[src/rtl/shift_word_driver.sv]
// Streams an N-bit word into a bi_directional shift register through its serial inputs and reassembles
// the bits it shifts out; m_valid follows the accept edge by N+1 cycles and waits in DONE for m_ready.
module shift_word_driver #(
  parameter int N = 4
) (
  input  logic         clk,
  input  logic         rst_n,
  input  logic         s_valid,
  output logic         s_ready,
  input  logic         s_dir,
  input  logic [N-1:0] s_data,
  output logic         sr_mode,
  output logic         sr_r_serialin,
  output logic         sr_l_serialin,
  input  logic         sr_out,
  output logic         sr_loaded,
  output logic         m_valid,
  input  logic         m_ready,
  output logic [N-1:0] m_data
);

  localparam int CW = $clog2(N + 1);

  typedef enum logic [1:0] {IDLE, SHIFT, CAPTURE, DONE} state_t;

  state_t        state_q, state_d;
  logic [CW-1:0] cnt_q, cnt_d;
  logic          dir_q, dir_d;
  logic [N-1:0]  word_q, word_d;
  logic [N-1:0]  rx_q, rx_d;
  logic          cap_en;
  logic [CW-1:0] cap_idx;
  logic          tx_bit;

  // sr_out is registered inside the shift register, so the bit leaving at the edge ending cnt=k is
  // seen one edge later; in CAPTURE cnt has reached N, giving the final index N-1.
  assign cap_en  = ((state_q == SHIFT) && (cnt_q != '0)) || (state_q == CAPTURE);
  assign cap_idx = cnt_q - CW'(1);

  always_ff @(posedge clk or negedge rst_n) begin
    if (!rst_n) begin
      state_q <= IDLE;
      cnt_q   <= '0;
      dir_q   <= 1'b0;
      word_q  <= '0;
      rx_q    <= '0;
    end else begin
      state_q <= state_d;
      cnt_q   <= cnt_d;
      dir_q   <= dir_d;
      word_q  <= word_d;
      rx_q    <= rx_d;
    end
  end

  always_comb begin
    state_d = state_q;
    cnt_d   = cnt_q;
    dir_d   = dir_q;
    word_d  = word_q;
    rx_d    = rx_q;
    case (state_q)
      IDLE: begin
        if (s_valid) begin
          state_d = SHIFT;
          cnt_d   = '0;
          dir_d   = s_dir;
          word_d  = s_data;
        end
      end
      SHIFT: begin
        cnt_d = cnt_q + CW'(1);
        if (cnt_q == CW'(N - 1)) begin
          state_d = CAPTURE;
        end
      end
      CAPTURE: state_d = DONE;
      DONE: begin
        if (m_ready) begin
          state_d = IDLE;
        end
      end
      default: state_d = IDLE;
    endcase
    // Right shifts deliver the old contents LSB first, left shifts MSB first.
    for (int i = 0; i < N; i++) begin
      if (cap_en && ((dir_q && (cap_idx == CW'(i))) || (!dir_q && (cap_idx == CW'(N - 1 - i))))) begin
        rx_d[i] = sr_out;
      end
    end
  end

  always_comb begin
    tx_bit = 1'b0;
    for (int i = 0; i < N; i++) begin
      if (dir_q ? (cnt_q == CW'(i)) : (cnt_q == CW'(N - 1 - i))) begin
        tx_bit = word_q[i];
      end
    end
    s_ready       = (state_q == IDLE);
    sr_mode       = dir_q;
    sr_r_serialin = (state_q == SHIFT) && dir_q && tx_bit;
    sr_l_serialin = (state_q == SHIFT) && !dir_q && tx_bit;
    sr_loaded     = (state_q == CAPTURE);
    m_valid       = (state_q == DONE);
    m_data        = rx_q;
  end

endmodule

[config.mk]
export PLATFORM = sky130hd
export DESIGN_NAME = shift_word_driver
export DESIGN_NICKNAME = d
export VERILOG_FILES = /design/src/rtl/shift_word_driver.sv
export SDC_FILE = /design/constraint.sdc
export NUM_CORES = 1
export LEC_CHECK = 0
export CAP_MARGIN = 20
export CORE_MARGIN = 8
export CORE_UTILIZATION = 40
export CTS_CLUSTER_SIZE = 8
export DETAILED_ROUTE_END_ITERATION = 10
export DONT_BUFFER_PORTS = 1
export SLEW_MARGIN = 10
export SYNTH_ARGS = -nofsm -noshare
export SYNTH_HDL_FRONTEND = slang
export SYNTH_SLANG_ARGS = --single-unit
[constraint.sdc]
create_clock -name clk -period 5.9 [get_ports clk]
set_clock_uncertainty 0.1 [all_clocks]
set_input_delay 0.885 -clock clk [delete_from_list [all_inputs] [get_ports clk]]
set_output_delay 0.885 -clock clk [all_outputs]
set_load 0.01 [all_outputs]
==> impl_metrics.toml, run 1 <==
[routing]
vias = 639
routed.top_layer = "met4"
dr_wl_met2_um = 924
totalWireLength_um = 1800
ant_nets = 0
drt_iter0_markers = 5
wl_per_cell_um = 15.3
drc = 0
dr.pass1.iters = 4
vias_per_cell = 5.46
met3_wirelength_um = 99
wl_met1_um = 724

[clocking]
cts_buffers = 3
hold_buffers = 0
clock-root-buffer = "clkbuf_4"
cts_resized = 0
cts_tree = "yes"
clk_latency_ns = 0.28
cts.htree.levels = 1
post_cts_buffers = 0
clkSlewWorstSetupHoldPaths_ns = 0.08
clock-sinks = 14
clockBufferDepth = 2

[floorplan]
initial_core_util_pct = 41.6
ioPinCount = 20
die_area_um2 = 4030
rows = 17
chipWidth_um = 63.5
core_area_um2 = 2170
die_y_um = 63.5

[logic_synthesis]
yosysTopAreaCellShare_pct = 38.8
syn_area_per_cell_um2 = 10.3
yosys.area.top_type = "dfrtp_1"
synth_area_um2 = 902
synth_area_leaders = "dfrtp_1 (39%), ha_1 (14%), mux2_2 (11%), mux2i_1 (5.5%), nand2_1 (4.2%)"
ys_types = 22
synth-warning-count = 0
ys_top_cells_by_count = "dfrtp_1 (14), ha_1 (10), nand2_1 (10), mux2_2 (9)"
seq_area_frac_synth_pct = 38.8
synth_seq_cells = 14
synth_edf_count = 0
synth_most_common_cell = "dfrtp_1"
syn_inst = 88
synthFlopType = "dfrtp_1"
syn_nets = 108
async_flop_share_pct = 100

[sta]
finalCriticalPeriod_ns = 3.23
finalSetupTns_ns = 0
hold_viol_final = 0
clock.fmax_ghz = 0.310
slew_violations = 0
setup_viol = 0
slew_headroom_pct = 57.3
rsz0062_at_grt = "false"
worstMarginPinSlew_ns = 0.640
period_share_pct = 54.7

[power]
leakagePower_uw = 0.000424
p_seq_share_pct = 39.4
combinationalPowerShare_pct = 50.1
switching_share_pct = 43.5
max-vdd-ir-drop_uv = 265
cellPowerDensity_nw_per_um2 = 537
power_switching_uw = 222
p_clk_share_pct = 10.5
p_int_uw = 288

[place]
numPortBuffers = 0
placed_cell_area_um2 = 928
gp_congestion = 0.667
dp_hpwl_um = 1420

[setup_path]
cp.arrival_ns = 2.24
r2r_slack_ns = 4.01
worstReg2RegStart = "cnt_q[0]$_DFFE_PN0P_"
slowest_stage = "dfrtp_1"
reg2reg_to = "m_data[3]$_DFFE_PN0P_"
worstRegToRegCells = 6
cp.required_ns = 4.91
cp_max_fo = 16
crit_chain = "mux2_4, a221o_1, a211o_1, a21oi_1"
end_kind = "output port"
max_stage_delay_ns = 0.76
start_kind = "flop"
cpLargestDelayFamily = "compound AO/OA/AOI/OAI gates"
path_class = "flop to output port"
crit_buf_inv = 0

[final_layout]
seq_area_um2 = 350
stdcell_area_um2 = 951
fin_util_pct = 43.8
layout-drive-gt1-share_pct = 14.6
area_growth_pct = 5.41
n_fill_cell = 226
antenna_cells = 0
fin_nets = 111
multi_input_area_um2 = 517

[global_route]
grt_pass1_wl_um = 2960
grt_overflow_total = 0
grt_usage_pct = 9.33
antenna_found_initial = 0
grt_pass1_vias = 640
grt_max_degree = 17

[run_status]
outcome = "complete, no violations"

[min_path]
hp-class = "input port to async pin"

[job]
maxCapViolCount = 0
[power by group through the flow]
stage               registers [uW]  logic (uW)  clock network (uW)
global placement               202         252                   0
floorplan                      181         228                   0
detailed placement             205         259                   0
global route                   210         287                60.5
finish                         201         256                53.8
CTS                            203         260                57.5
[flip-flops by register name (all words and copies together), names as in the netlist]
name,count
state_q,2
cnt_q,3
m_data,4
word_q,4
sr_mode,1
[per-layer routing]
metal / global-route usage [%] / vias to the layer above
met5: 0 / -
li1: - / 314
met3: 2.83 / 4
met4: 7.52 / 0
met1: 9.08 / 308
met2: 16.0 / 13
[cell usage in the layout (no fill, tap or decap)]
master,Yosys,routed
clkbuf_4,0,3
xor2_1,1,1
a221o_1,1,1
ha_1,10,10
a221oi_1,1,1
a32o_1,1,1
nand3_1,2,2
o221ai_1,2,2
nand2_1,10,10
a211o_1,1,1
a21oi_1,3,3
nor3_1,5,5
nor2b_1,1,1
dfrtp_1,14,14
inv_1,7,7
mux2i_1,5,5
nand2b_1,4,4
o21a_1,1,1
mux2_4,1,1
o21ai_0,7,7
mux2_2,9,9
[worst max path at each step]
stage / from / end / slack [ns] / cells past startpoint
after CTS: sr_mode$_DFFE_PN0P_ / sr_r_serialin / 2.65 / 4
after global placement: sr_mode$_DFFE_PN0P_ / sr_r_serialin / 3.00 / 4
after global routing: sr_mode$_DFFE_PN0P_ / sr_r_serialin / 2.58 / 4
after floorplan: cnt_q[0]$_DFFE_PN0P_ / sr_r_serialin / 3.13 / 6
final: sr_mode$_DFFE_PN0P_ / sr_r_serialin / 2.67 / 4
after detailed placement: sr_mode$_DFFE_PN0P_ / sr_r_serialin / 2.97 / 4
[per-stage QoR]
stage               setup WS [ns]  total power [uW]  hold slack [ns]  std cells
CTS                          2.65               521            0.176        117
global route                 2.58               557            0.170        117
global placement             3.00               454            0.391        114
finish                       2.67               511            0.190        117
detailed placement           2.97               464            0.392        114
floorplan                    3.13               409            0.373         88
[cell families after synthesis]
logic type	Yosys count	share of synthesized area, %
AOI/OAI and AO/OA	17	12.5
DFF	14	38.8
and+or+nand+nor	22	11.5
muxes	15	18.4
buffers and inverters	9	3.88
xor gates and xnor gates	1	0.971
adders and majority gates	10	13.9
[worst reg2reg max path, cell delays in order, from the launching register on]
cell and delay, ns:
dfrtp_1 0.40, inv_1 0.11, ha_1 0.27, nand2b_1 0.14, a21oi_1 0.14, nor3_1 0.27, mux2_2 0.36
[final cells by class]
| class | count | area share, % |
|---|---|---|
| Multi-Input combinational cell | 65 | 54.3 |
| Sequential cell | 14 | 36.8 |
| Tap cell | 28 | 3.68 |
| Inverter | 7 | 2.76 |
| Clock buffer | 3 | 2.37 |
No activity file was read; power rests on OpenSTA's default activity.
==> run 2, diff against run 1 <==
==> constraint.sdc (replaced) <==
create_clock -name clk -period 2.7 [get_ports clk]
set_clock_uncertainty 0.1 [all_clocks]
set_input_delay 0.405 -clock clk [delete_from_list [all_inputs] [get_ports clk]]
set_output_delay 0.405 -clock clk [all_outputs]
set_load 0.01 [all_outputs]
==> impl_metrics.toml, run 2 (synthesis results as in run 1) <==
[sta]
setup_viol = 0
period_share_pct = 95.7
worstMarginPinSlew_ns = 0.654
slew_violations = 0
finalCriticalPeriod_ns = 2.58
finalSetupTns_ns = 0
rsz0062_at_grt = "false"
clock.fmax_ghz = 0.387
slew_headroom_pct = 56.2
hold_viol_final = 0

[global_route]
grt_overflow_total = 0
antenna_found_initial = 0
grt_pass1_wl_um = 3020
grt_pass1_vias = 650
grt_usage_pct = 9.23
grt_max_degree = 16

[routing]
vias = 641
drc = 0
drt_iter0_markers = 7
dr.pass1.iters = 2
totalWireLength_um = 1870
ant_nets = 0
wl_per_cell_um = 15.6
vias_per_cell = 5.34

[setup_path]
path_class = "flop to output port"
end_kind = "output port"
cp.required_ns = 2.19
start_kind = "flop"
cp_max_fo = 6
cp.arrival_ns = 2.08

[place]
dp.cells = 115
placed_cell_area_um2 = 936
numPortBuffers = 0
dp_hpwl_um = 1450
gp_congestion = 0.710

[clocking]
cts.htree.levels = 1
cts_buffers = 3
cts_tree = "yes"
clkSlewWorstSetupHoldPaths_ns = 0.09
clock-sinks = 14
clock-root-buffer = "clkbuf_4"
clockBufferDepth = 2
clk_latency_ns = 0.28

[final_layout]
stdcell_area_um2 = 991
final_common_cell = "dfrtp_1"
fin_cells = 120
area_growth_pct = 9.85
layout-drive-gt1-share_pct = 22.8
n_fill_cell = 226
fin_nets = 114
antenna_cells = 0
final_cell_mix = "dfrtp_1 (14), nand2_1 (10), mux2_2 (9)"

[run_status]
outcome = "complete, no violations"

[floorplan]
rows = 17
die_y_um = 63.5
chipWidth_um = 63.5
die_area_um2 = 4030
ioPinCount = 20
core_area_um2 = 2170
initial_core_util_pct = 41.6

[power]
cellPowerDensity_nw_per_um2 = 1180
leakagePower_uw = 0.000433
max-vdd-ir-drop_uv = 508

[min_path]
hp-class = "input port to flop"

[job]
maxCapViolCount = 0
[run 2: layout make-up]
cell class                      count  area (um2)  share of cell area (%)
Clock buffer                        3        22.5                    2.27
Inverter                            7        26.3                    2.65
Multi-Input combinational cell     65         532                    53.7
Sequential cell                    14         350                    35.4
Tap cell                           28        35.0                    3.54
Timing Repair Buffer                3        25.0                    2.53
[run 2: final timing paths]
kind | start | end | slack (ns) | cells after the start
worst max-delay path | cnt_q[0]$_DFFE_PN0P_ | sr_r_serialin | 0.12 | 6
worst min-delay path | s_data[1] | word_q[1]$_DFFE_PN0P_ | 0.17 | 1
worst max register to register | cnt_q[0]$_DFFE_PN0P_ | m_data[3]$_DFFE_PN0P_ | 0.81 | 6
worst min register to register | word_q[0]$_DFFE_PN0P_ | word_q[0]$_DFFE_PN0P_ | 0.42 | 1
max in group asynchronous | rst_n | m_data[0]$_DFFE_PN0P_ | 1.59 | 1
min in group asynchronous | rst_n | word_q[0]$_DFFE_PN0P_ | 0.49 | 1
[run 2: timing repair]
action / in CTS / in global routing
gates resized for setup: 2 / 4
endpoints found under the setup margin: 2 / 2
buffers inserted: 0 / 1
hold endpoints to repair: 14 / 0
pin swaps: 1 / 2
hold buffers: 1 / 0
[run 2: through the flow]
| stage | worst slack (ns) | total power, uW | hold WS (ns) | util (%) |
|---|---|---|---|---|
| after global routing | 0.0232 | 1260 | 0.166 | 45.7 |
| after CTS | 0.00698 | 1160 | 0.164 | 45.0 |
| after detailed placement | 0.268 | 1020 | 0.00989 | 43.1 |
| after global placement | 0.331 | 1000 | 0.00982 | 43.1 |
| final | 0.117 | 1170 | 0.172 | 45.7 |
| after floorplan | 0.409 | 895 | 0.00941 | - |
[run 2: routing by layer]
| layer | global-route usage (%) | up-vias | wire [um] |
|---|---|---|---|
| li1 | - | 320 | - |
| met2 | 15.0 | 8 | 980 |
| met5 | 0 | - | 0 |
| met1 | 10.5 | 311 | 786 |
| met3 | 2.83 | 2 | 89 |
| met4 | 5.01 | 0 | 14 |
[run 2: critical path: stages, from the launching register on]
cell and delay (ns):
dfrtp_1 0.42, inv_2 0.08, ha_2 0.22, mux2_4 0.27, a221o_1 0.29, a211o_1 0.30
a21oi_2 0.22
[run 2: report_power, final]
group | switching (uW) | internal, uW | total [uW]
clock | 68.6 | 51.7 | 120
combinational | 350 | 288 | 637
sequential | 95.9 | 312 | 408
==> run 3, diff against run 2 <==
--- a/config.mk
+++ b/config.mk
@@ -6,11 +6,14 @@
 export NUM_CORES = 1
 export LEC_CHECK = 0
 export CAP_MARGIN = 20
+export CELL_PAD_IN_SITES_DETAIL_PLACEMENT = 1
+export CELL_PAD_IN_SITES_GLOBAL_PLACEMENT = 2
 export CORE_MARGIN = 8
-export CORE_UTILIZATION = 40
+export CORE_UTILIZATION = 34
 export CTS_CLUSTER_SIZE = 8
 export DETAILED_ROUTE_END_ITERATION = 10
 export DONT_BUFFER_PORTS = 1
+export PLACE_DENSITY_LB_ADDON = 0.1
 export SLEW_MARGIN = 10
 export SYNTH_ARGS = -nofsm -noshare
 export SYNTH_HDL_FRONTEND = slang
==> impl_metrics.toml, run 3 (synthesis results as in run 1) <==
[setup_path]
cp.arrival_ns = 2.10
path_class = "flop to output port"
end_kind = "output port"
start_kind = "flop"
r2r_slack_ns = 0.77
worstRegToRegCells = 5
cp.required_ns = 2.19
cp_max_fo = 5

[routing]
ant_nets = 0
dr.pass1.iters = 6
drt_iter0_markers = 11
wl_per_cell_um = 18.5
drc = 0
vias_per_cell = 5.46
totalWireLength_um = 2260
vias = 666

[power]
switching_share_pct = 44.5
p_int_uw = 689
p_clk_share_pct = 12.8
power_switching_uw = 553
leakagePower_uw = 0.000431
cellPowerDensity_nw_per_um2 = 1210
p_seq_share_pct = 33.8
combinationalPowerShare_pct = 53.5
max-vdd-ir-drop_uv = 470

[min_path]
min_path_cells = 1
hp-class = "input port to flop"

[floorplan]
rows = 18
die_area_um2 = 4560
initial_core_util_pct = 36.1
chipWidth_um = 67.5
die_y_um = 67.5
core_area_um2 = 2500
ioPinCount = 20

[clocking]
clkSlewWorstSetupHoldPaths_ns = 0.10
clock-sinks = 14
clockBufferDepth = 2
clk_latency_ns = 0.29
cts_tree = "yes"
clock-root-buffer = "clkbuf_4"
cts_buffers = 3
cts.htree.levels = 1

[sta]
slew_violations = 0
slew_headroom_pct = 54.7
rsz0062_at_grt = "false"
finalCriticalPeriod_ns = 2.60
period_share_pct = 96.4
hold_viol_final = 0
clock.fmax_ghz = 0.384
setup_viol = 0
worstMarginPinSlew_ns = 0.677
finalSetupTns_ns = 0

[place]
numPortBuffers = 0
gp_congestion = 0.781
dp_hpwl_um = 1690
placed_cell_area_um2 = 938

[final_layout]
final_common_cell = "dfrtp_1"
fin_util_pct = 41.1
stdcell_area_um2 = 1030
area_growth_pct = 13.9
fin_nets = 113
layout-drive-gt1-share_pct = 28.3
final_cell_mix = "dfrtp_1 (12), nand2_1 (10), mux2_2 (9)"
antenna_cells = 0

[global_route]
grt_overflow_total = 0
antenna_found_initial = 0
grt_pass1_wl_um = 3770
grt_usage_pct = 11.1
grt_pass1_vias = 710
grt_max_degree = 16

[run_status]
outcome = "complete, no violations"

[job]
maxCapViolCount = 0
==> run 3: cell types whose count changed in the layout (fill, tap and decap cells not counted) <==
cell / change
buf_4: -1
clkbuf_8: +1
dfrtp_1: -2
dfrtp_2: +2
ha_1: -2
ha_4: +2
inv_1: -1
inv_2: +1
==> run 3: power groups by stage <==
stage,logic (uW),clock network (uW),registers [uW]
global placement,624,0,409
CTS,657,168,413
floorplan,499,0,396
global route,748,176,434
detailed placement,632,0,417
finish,664,159,419
==> run 3: area by class of cell <==
cell class | instances | area (um2)
clock buffers | 4 | 36.3
fillers | 277 | 1470
inverters | 7 | 26.3
multi-input cells | 65 | 557
flip-flops and latches | 14 | 353
well taps | 30 | 37.5
repair buffers | 2 | 17.5
==> run 3: worst paths after layout <==
check / startpoint / end
worst max-delay path: cnt_q[1]$_DFFE_PN0P_ / sr_l_serialin
worst min-delay path: s_data[1] / word_q[1]$_DFFE_PN0P_
worst max register to register: state_q[1]$_DFFE_PN0P_ / m_data[3]$_DFFE_PN0P_
worst min register to register: word_q[0]$_DFFE_PN0P_ / word_q[0]$_DFFE_PN0P_
max in group asynchronous: rst_n / cnt_q[1]$_DFFE_PN0P_
min in group asynchronous: rst_n / cnt_q[2]$_DFFE_PN0P_
==> run 3: worst max-delay path: stages, from the launching register on <==
cell and delay [ns]:
dfrtp_2 0.45, inv_2 0.07, ha_2 0.21, mux2_4 0.26, a221o_1 0.29, a211o_1 0.30
a21oi_2 0.22
==> run 3: routing by layer <==
metal,GRT usage [%],up-vias,routed length [um]
met2,17.5,18,1090
met5,0,-,0
met4,3.92,0,5
met1,13.2,328,1030
li1,-,318,-
met3,4.64,2,132
==> run 3: timing repair <==
item,in CTS,in global routing
pin swaps,1,2
hold buffers,1,0
gates resized for setup,5,8
buffers inserted,0,0
setup endpoints to repair,2,2
endpoints found under the hold margin,14,0
==> run 3: metrics by stage <==
stage | setup slack (ns) | hold slack, ns | cells | power [uW]
after floorplan | 0.409 | 0.00941 | 88 | 895
after global placement | 0.303 | 0.00993 | 117 | 1030
after detailed placement | 0.244 | 0.00999 | 117 | 1050
after CTS | 0.00316 | 0.142 | 122 | 1240
after global routing | 0.000167 | 0.135 | 122 | 1360
final | 0.0972 | 0.156 | 122 | 1240
